==> src/rtl/hilo_div_unit_pkg.sv <==
// ---------------------------------------------------------------------------
// hilo_div_unit_pkg
// Shared definitions for the HI/LO register unit: operation codes, divider
// FSM states, step count and a small op-decode helper.
// No ports (package).
// ---------------------------------------------------------------------------
package hilo_div_unit_pkg;

    // Restoring division takes one step per operand bit.
    localparam int DIV_STEPS  = 32;
    localparam int HILO_CNT_W = 6;

    // Operation codes presented on op; codes 6 and 7 behave as NONE.
    typedef enum logic [2:0] {
        OP_NONE = 3'd0,
        OP_MULW = 3'd1,
        OP_DIV  = 3'd2,
        OP_DIVU = 3'd3,
        OP_MTHI = 3'd4,
        OP_MTLO = 3'd5
    } hiloOp_e;

    typedef enum logic [1:0] {
        S_IDLE  = 2'd0,
        S_RUN   = 2'd1,
        S_FIXUP = 2'd2
    } hiloState_e;

    // True for the two codes that launch the multi-cycle divider.
    function automatic logic isDivOp(input logic [2:0] op);
        return (op == OP_DIV) || (op == OP_DIVU);
    endfunction

endpackage

==> src/rtl/hilo_div_unit_if.sv <==
// ---------------------------------------------------------------------------
// hilo_div_unit_if
// Bundles the operation request from the pipeline and the HI/LO / status
// results returned by the unit.
//   master : pipeline side (drives op_valid, op, a, b, alu_r, alu_r2)
//   slave  : HI/LO unit side (drives hi, lo, stall, busy, div_done, div_zero)
// ---------------------------------------------------------------------------
interface hilo_div_unit_if
    import hilo_div_unit_pkg::*;
#(
    parameter int WIDTH = DIV_STEPS
);
    logic             op_valid;
    logic [2:0]       op;
    logic [WIDTH-1:0] a;
    logic [WIDTH-1:0] b;
    logic [WIDTH-1:0] alu_r;
    logic [WIDTH-1:0] alu_r2;
    logic [WIDTH-1:0] hi;
    logic [WIDTH-1:0] lo;
    logic             stall;
    logic             busy;
    logic             div_done;
    logic             div_zero;

    modport master (
        output op_valid, op, a, b, alu_r, alu_r2,
        input  hi, lo, stall, busy, div_done, div_zero
    );

    modport slave (
        input  op_valid, op, a, b, alu_r, alu_r2,
        output hi, lo, stall, busy, div_done, div_zero
    );
endinterface

==> src/rtl/hilo_div_unit_div_step.sv <==
// ---------------------------------------------------------------------------
// hilo_div_unit_div_step
// One combinational restoring-division step on unsigned magnitudes.
//   rem_i / rem_o : partial remainder (WIDTH+1 bits) before / after the step
//   q_i   / q_o   : dividend-shifting-into-quotient register before / after
//   d_i           : divisor magnitude
// ---------------------------------------------------------------------------
module hilo_div_unit_div_step #(
    parameter int WIDTH = 32
) (
    input  logic [WIDTH:0]   rem_i,
    input  logic [WIDTH-1:0] q_i,
    input  logic [WIDTH-1:0] d_i,
    output logic [WIDTH:0]   rem_o,
    output logic [WIDTH-1:0] q_o
);
    logic [WIDTH+1:0] remShift;

    // Bring the next dividend bit into the remainder, then subtract the
    // divisor if it fits. The shifted remainder never really reaches bit
    // WIDTH+1, so the subtraction is done on the lower WIDTH+1 bits only.
    always_comb begin
        remShift = {rem_i, q_i[WIDTH-1]};
        if (remShift >= {2'b00, d_i}) begin
            rem_o = remShift[WIDTH:0] - {1'b0, d_i};
            q_o   = {q_i[WIDTH-2:0], 1'b1};
        end else begin
            rem_o = remShift[WIDTH:0];
            q_o   = {q_i[WIDTH-2:0], 1'b0};
        end
    end
endmodule

==> src/rtl/hilo_div_unit.sv <==
// ---------------------------------------------------------------------------
// hilo_div_unit
// HI/LO register unit behind the ALU: captures multu products, executes
// div/divu with a 32-step restoring divider and holds HI/LO for mfhi/mflo.
// The pipeline is stalled for the whole division.
//   clk  : rising-edge clock
//   rst  : asynchronous active-high reset (aborts a division in flight)
//   bus  : slave side of hilo_div_unit_if (op request in, HI/LO/status out)
// ---------------------------------------------------------------------------
module hilo_div_unit
    import hilo_div_unit_pkg::*;
#(
    parameter int WIDTH = DIV_STEPS,
    parameter int CNT_W = HILO_CNT_W
) (
    input  logic           clk,
    input  logic           rst,
    hilo_div_unit_if.slave bus
);
    hiloState_e       state_q, state_d;
    logic [CNT_W-1:0] cnt_q;
    logic [WIDTH:0]   rem_q;
    logic [WIDTH-1:0] quot_q;
    logic [WIDTH-1:0] divisor_q;
    logic             negQuot_q;
    logic             negRem_q;
    logic             zero_q;
    logic [WIDTH-1:0] hi_q;
    logic [WIDTH-1:0] lo_q;
    logic             divDone_q;
    logic             divZero_q;

    logic             accept;
    logic             divSigned;
    logic             aNeg;
    logic             bNeg;
    logic [WIDTH-1:0] aMag;
    logic [WIDTH-1:0] bMag;
    logic [WIDTH:0]   remStep;
    logic [WIDTH-1:0] quotStep;

    hilo_div_unit_div_step #(.WIDTH(WIDTH)) u_step (
        .rem_i (rem_q),
        .q_i   (quot_q),
        .d_i   (divisor_q),
        .rem_o (remStep),
        .q_o   (quotStep)
    );

    // Operand conditioning for the accept edge: DIV works on magnitudes and
    // remembers the signs, DIVU passes the raw values with signs forced off.
    always_comb begin
        accept    = bus.op_valid && (state_q == S_IDLE);
        divSigned = (bus.op == OP_DIV);
        aNeg      = divSigned & bus.a[WIDTH-1];
        bNeg      = divSigned & bus.b[WIDTH-1];
        aMag      = aNeg ? -bus.a : bus.a;
        bMag      = bNeg ? -bus.b : bus.b;
    end

    // FSM state register.
    always_ff @(posedge clk or posedge rst) begin
        if (rst) begin
            state_q <= S_IDLE;
        end else begin
            state_q <= state_d;
        end
    end

    // FSM next state: a divide runs DIV_STEPS edges in RUN, then one FIXUP
    // edge that publishes the result.
    always_comb begin
        state_d = state_q;
        case (state_q)
            S_IDLE:  if (accept && isDivOp(bus.op)) state_d = S_RUN;
            S_RUN:   if (cnt_q == CNT_W'(WIDTH - 1)) state_d = S_FIXUP;
            S_FIXUP: state_d = S_IDLE;
            default: state_d = S_IDLE;
        endcase
    end

    // FSM outputs: stall also covers the accept cycle itself so the
    // dividing instruction is held from the moment it is presented.
    always_comb begin
        bus.stall    = (state_q != S_IDLE) ||
                       (bus.op_valid && (state_q == S_IDLE) && isDivOp(bus.op));
        bus.busy     = (state_q != S_IDLE);
        bus.hi       = hi_q;
        bus.lo       = lo_q;
        bus.div_done = divDone_q;
        bus.div_zero = divZero_q;
    end

    // Datapath: single-cycle HI/LO writes, divider setup/iteration and the
    // sign fixup. A zero divisor falls out of the restoring loop as an
    // all-ones quotient and a remainder equal to |a|; the remainder sign
    // fixup then restores the original a, so only LO needs forcing.
    always_ff @(posedge clk or posedge rst) begin
        if (rst) begin
            cnt_q     <= '0;
            rem_q     <= '0;
            quot_q    <= '0;
            divisor_q <= '0;
            negQuot_q <= 1'b0;
            negRem_q  <= 1'b0;
            zero_q    <= 1'b0;
            hi_q      <= '0;
            lo_q      <= '0;
            divDone_q <= 1'b0;
            divZero_q <= 1'b0;
        end else begin
            divDone_q <= 1'b0;
            divZero_q <= 1'b0;
            case (state_q)
                S_IDLE: begin
                    if (accept) begin
                        case (bus.op)
                            OP_MULW: begin
                                hi_q <= bus.alu_r2;
                                lo_q <= bus.alu_r;
                            end
                            OP_MTHI: hi_q <= bus.a;
                            OP_MTLO: lo_q <= bus.a;
                            OP_DIV, OP_DIVU: begin
                                quot_q    <= aMag;
                                divisor_q <= bMag;
                                negQuot_q <= aNeg ^ bNeg;
                                negRem_q  <= aNeg;
                                zero_q    <= (bus.b == '0);
                                rem_q     <= '0;
                                cnt_q     <= '0;
                            end
                            default: ;
                        endcase
                    end
                end
                S_RUN: begin
                    rem_q  <= remStep;
                    quot_q <= quotStep;
                    cnt_q  <= cnt_q + CNT_W'(1);
                end
                S_FIXUP: begin
                    lo_q      <= zero_q ? '1 : (negQuot_q ? -quot_q : quot_q);
                    hi_q      <= negRem_q ? -rem_q[WIDTH-1:0] : rem_q[WIDTH-1:0];
                    divDone_q <= 1'b1;
                    divZero_q <= zero_q;
                end
                default: ;
            endcase
        end
    end
endmodule

==> src/flat_wrapper.sv <==
// flat-port wrapper written by rule: the top's interface ports become plain ports
module hilo_div_unit_flat import hilo_div_unit_pkg::*;
#(
    parameter int WIDTH = DIV_STEPS,
    parameter int CNT_W = HILO_CNT_W
)
  (clk, rst, bus_op_valid, bus_op, bus_a, bus_b, bus_alu_r, bus_alu_r2, bus_hi, bus_lo, bus_stall, bus_busy, bus_div_done, bus_div_zero);
  hilo_div_unit_if #(.WIDTH(WIDTH)) bus_i ();
  input  logic clk;
  input  logic rst;
  input wire logic [$bits(bus_i.op_valid)-1:0] bus_op_valid;
  input wire logic [$bits(bus_i.op)-1:0] bus_op;
  input wire logic [$bits(bus_i.a)-1:0] bus_a;
  input wire logic [$bits(bus_i.b)-1:0] bus_b;
  input wire logic [$bits(bus_i.alu_r)-1:0] bus_alu_r;
  input wire logic [$bits(bus_i.alu_r2)-1:0] bus_alu_r2;
  output wire logic [$bits(bus_i.hi)-1:0] bus_hi;
  output wire logic [$bits(bus_i.lo)-1:0] bus_lo;
  output wire logic [$bits(bus_i.stall)-1:0] bus_stall;
  output wire logic [$bits(bus_i.busy)-1:0] bus_busy;
  output wire logic [$bits(bus_i.div_done)-1:0] bus_div_done;
  output wire logic [$bits(bus_i.div_zero)-1:0] bus_div_zero;
  assign bus_i.op_valid = bus_op_valid;
  assign bus_i.op = bus_op;
  assign bus_i.a = bus_a;
  assign bus_i.b = bus_b;
  assign bus_i.alu_r = bus_alu_r;
  assign bus_i.alu_r2 = bus_alu_r2;
  assign bus_hi = bus_i.hi;
  assign bus_lo = bus_i.lo;
  assign bus_stall = bus_i.stall;
  assign bus_busy = bus_i.busy;
  assign bus_div_done = bus_i.div_done;
  assign bus_div_zero = bus_i.div_zero;
  hilo_div_unit #(.WIDTH(WIDTH), .CNT_W(CNT_W)) u_core (.clk(clk), .rst(rst), .bus(bus_i));
endmodule
==> config.mk <==
export PLATFORM = sky130hd
export DESIGN_NAME = hilo_div_unit_flat
export DESIGN_NICKNAME = d
export VERILOG_FILES = /design/src/rtl/hilo_div_unit_pkg.sv /design/src/rtl/hilo_div_unit_if.sv /design/src/rtl/hilo_div_unit_div_step.sv /design/src/rtl/hilo_div_unit.sv /design/src/flat_wrapper.sv
export SDC_FILE = /design/constraint.sdc
export NUM_CORES = 1
export LEC_CHECK = 0
export BUFFER_PORTS_ARGS = -buffer_cell sky130_fd_sc_hd__buf_2
export CORE_MARGIN = 5
export CORE_UTILIZATION = 60
export CTS_BUF_LIST = sky130_fd_sc_hd__clkbuf_8
export CTS_CLUSTER_SIZE = 25
export DETAILED_ROUTE_END_ITERATION = 8
export PLACE_DENSITY = 0.95
export SETUP_SLACK_MARGIN = 0.4
export SYNTH_ARGS = -nofsm -noshare
export SYNTH_HDL_FRONTEND = slang
export SYNTH_SLANG_ARGS = --single-unit
==> constraint.sdc <==
create_clock -name clk -period 12.65 [get_ports clk]
set_clock_uncertainty 0.2 [all_clocks]
set_input_delay 1.265 -clock clk [delete_from_list [all_inputs] [get_ports clk]]
set_output_delay 1.265 -clock clk [all_outputs]
set_load 0.005 [all_outputs]
==> results.sh <==
export IMPL_hold_violations=0
export IMPL_fillerInstances=1586
export IMPL_clk_pin_slew_ns=0.10
export IMPL_drc=1
export IMPL_fin_crit_ns=4.10
export IMPL_rr_endpoint="u_core.rem_q[32]$_DFFE_PP0P_"
export IMPL_p_leak_nw=6.42
export IMPL_drive_gt1_frac=0.166
export IMPL_n_antenna_cell=0
export IMPL_ant_nets=0
export IMPL_ys_seq_area_frac=0.356
export IMPL_hold_class="flop to flop"
export IMPL_cp_required_ns=11.18
export IMPL_setup_viol=0
export IMPL_detail_route_wl_per_cell_um=19.2
export IMPL_drt_first_pass_iters=9
export IMPL_cts_tree="yes"
export IMPL_finalInstanceArea_um2=13800
export IMPL_dp_cells=1848
export IMPL_avgSynthCellArea_um2=8.42
export IMPL_rrSetupSlack_ns=9.04
export IMPL_fin_hold_ws_ns=0.277
export IMPL_post_cts_buffers=0
export IMPL_grt_pass1_wl_um=58700
export IMPL_cts_resized_gates=0
export IMPL_reg2reg_depth=11
export IMPL_num_vias=12000
export IMPL_power_frac_comb=0.562
export IMPL_cts_max_level=4
export IMPL_maxSlewViolCount=0
export IMPL_syn_inst=1453
export IMPL_yosysWarnings=0
export IMPL_async_flop_share=1.00
export IMPL_area_growth_pct=12.6
export IMPL_cts_path_max_buffers=2
export IMPL_drt_total_wl_um=36200
export IMPL_p_seq_frac=0.319
export IMPL_ir_drop_mv=0.127
export IMPL_dpl_instance_area_um2=13300
export IMPL_failed_checks="design-rule violations"
export IMPL_dieWidth_um=153
export IMPL_netlist_area_um2=12200
export IMPL_clkLatencyLatePin_ns=0.49
export IMPL_seq_area_um2=4350
export IMPL_finalCritPeriodShare=0.324
export IMPL_cts_root_buf="clkbuf_8"
export IMPL_whs_endpoint="u_core.bus.lo[16]$_DFFE_PP0P_"
export IMPL_antenna_found_initial=0
export IMPL_ios=202
export IMPL_tightest_slew_ns=1.16
export IMPL_rsz0062_at_grt="false"
export IMPL_routabilityCongestion=0.998
export IMPL_critPathKind="input port to primary output"
export IMPL_dieArea_um2=23300
export IMPL_track_usage=0.304
export IMPL_numClockSinks=174
export IMPL_grt_max_degree=98
export IMPL_cap_violations=0
export IMPL_hold_depth=1
export IMPL_fmax_ghz=0.244
export IMPL_netlist_area_leader_share=0.356
export IMPL_cts_buffers=17
export IMPL_p_sw_frac=0.467
export IMPL_startpoint_type="input port"
export IMPL_synth_area_leaders="dfrtp_1, o21ai_0, mux2i_1, xnor2_1, nand2_1"
export IMPL_rows=52
export IMPL_status="finished, violations left"
export IMPL_internal_power_mw=1.88
export IMPL_portBuffers=201
export IMPL_min_delay_start="u_core.bus.lo[16]$_DFFE_PP0P_"
export IMPL_dpl_hpwl_um=27000
export IMPL_end_kind="primary output"
export IMPL_netSwitchingPower_mw=1.65
export IMPL_holdBufCountCts=0
export IMPL_yosys_area_top_type="dfrtp_1"
export IMPL_grt_pass1_vias=11500
export IMPL_start_util=0.606
export IMPL_critical_path_arrival_ns=2.64
export IMPL_fin_nets=1769
export IMPL_stdcell_count=1880
export IMPL_slew_headroom=0.227
export IMPL_core_um2=20200
export IMPL_fin_tns_setup_ns=0
export IMPL_total_power_mw=3.52
export IMPL_synthFlopType="dfrtp_1"
export IMPL_multiInputGateArea_um2=7340
export IMPL_synth_distinct_cells=59
export IMPL_regToRegStartpoint="u_core.rem_q[19]$_DFFE_PP0P_"
export IMPL_die_y_um=153
export IMPL_syn_num_nets=1625
export IMPL_synth_edf_count=0
export IMPL_drt_iter0_markers=1275
export IMPL_power_density_nw_per_um2=256
export IMPL_path_max_fanout=97
export IMPL_grt_overflow_total=0
export IMPL_avgViaCountPerCell=6.38
export IMPL_p_clk_frac=0.120
export IMPL_ys_seq_elements=174
==> through the flow <==
stage / setup WS (ns) / util
5_1_grt: 8.39 / 0.683
6_report: 8.55 / 0.683
3_5_place_dp: 8.40 / 0.662
2_1_floorplan: 6.47 / -
4_1_cts: 8.55 / 0.683
3_3_place_gp: 8.59 / 0.662
==> metal layers <==
layer  GRT usage  vias up  share of wire
met5           0        -              0
met4       0.128        0          0.046
met3      0.0599      136          0.098
met2       0.497      703           0.46
met1       0.396     5674           0.39
li1            -     5479              -
==> final cells by class <==
| cell class | count | area share |
|---|---|---|
| tap | 270 | 0.0245 |
| clock inverter | 15 | 0.0135 |
| inverter | 58 | 0.0162 |
| sequential | 174 | 0.316 |
| clock buffer | 17 | 0.0170 |
| multi-input combinational | 1134 | 0.533 |
| timing repair buffer | 212 | 0.0791 |
==> cells in the final DEF (no fill, tap or decap), types with 7 or more instances in the layout <==
cell type,Yosys,final
a21oi_1,124,124
clkbuf_8,0,17
buf_2,5,201
nand2b_1,14,13
a211oi_1,7,7
buf_4,0,11
inv_1,57,56
nand2_1,173,173
or4_1,13,13
ha_1,37,37
xor2_1,65,65
mux2i_1,78,78
nand4_1,7,7
a221oi_1,28,28
a22oi_1,29,29
or3_1,7,7
o31ai_1,21,21
nor2_1,85,84
a21o_1,35,35
nor4_1,14,14
o41ai_1,15,15
nor3_1,17,17
xnor2_1,87,87
nor2b_1,11,10
o21bai_1,8,8
dfrtp_1,174,174
o21ai_0,180,180
nand3_1,12,11
==> logic make-up after synthesis <==
family,Yosys count,synth area share
AND/OR/NAND/NOR,381,0.144
buffers and inverters,145,0.0450
multiplexers,80,0.0657
AO/OA/AOI/OAI,483,0.241
XOR/XNOR,152,0.109
flip-flops,174,0.356
adder cells (fa/ha/maj),38,0.0395
==> how the worst max path moves through the flow <==
stage	slack [ns]	start	endpoint
6_report	8.55	bus_op[1]	bus_stall
5_1_grt	8.39	bus_op[1]	bus_stall
4_1_cts	8.55	bus_op[1]	bus_stall
3_5_place_dp	8.40	bus_b[11]	u_core.divisor_q[30]$_DFFE_PP0P_
3_3_place_gp	8.59	bus_op[1]	bus_stall
2_1_floorplan	6.47	rst	u_core.bus.div_done$_DFF_PP0_
==> power groups by stage <==
stage / Combinational [mW] / Sequential (mW) / Clock [mW]
final: 1.98 / 1.12 / 0.422
after global routing: 2.21 / 1.16 / 0.444
after CTS: 1.95 / 1.11 / 0.423
after detailed placement: 1.93 / 1.12 / 0
after global placement: 1.86 / 1.10 / 0
after floorplan: 1.45 / 1.04 / 0
==> flip-flops by register name, summed over array words and instances, names as in the netlist <==
signal / flops
u_core.divisor_q: 32
u_core.rem_q: 33
u_core.zero_q: 1
u_core.state_q: 2
u_core.cnt_q: 6
u_core.quot_q: 32
u_core.bus.hi: 32
u_core.negRem_q: 1
u_core.bus.div_zero: 1
u_core.bus.lo: 32
u_core.bus.div_done: 1
u_core.negQuot_q: 1
==> worst max-delay path: stages <==
cell,delay (ns)
buf_2,0.12
nor2b_1,0.16
nand3_2,0.08
buf_4,0.65
nand2_1,0.18
buf_2,0.18
==> synth_stat cells (12+ instances only) <==
| library cell | instances |
|---|---|
| o21ai_0 | 180 |
| dfrtp_1 | 174 |
| nand2_1 | 173 |
| a21oi_1 | 124 |
| xnor2_1 | 87 |
| nor2_1 | 85 |
| mux2i_1 | 78 |
| clkbuf_1 | 70 |
| xor2_1 | 65 |
| inv_1 | 57 |
| ha_1 | 37 |
| a21o_1 | 35 |
| a22oi_1 | 29 |
| a221oi_1 | 28 |
| o31ai_1 | 21 |
| nor3_1 | 17 |
| o41ai_1 | 15 |
| nand2b_1 | 14 |
| nor4_1 | 14 |
| or4_1 | 13 |
| buf_1 | 12 |
| nand3_1 | 12 |
Note: power is estimated with default switching activity, not from simulation.
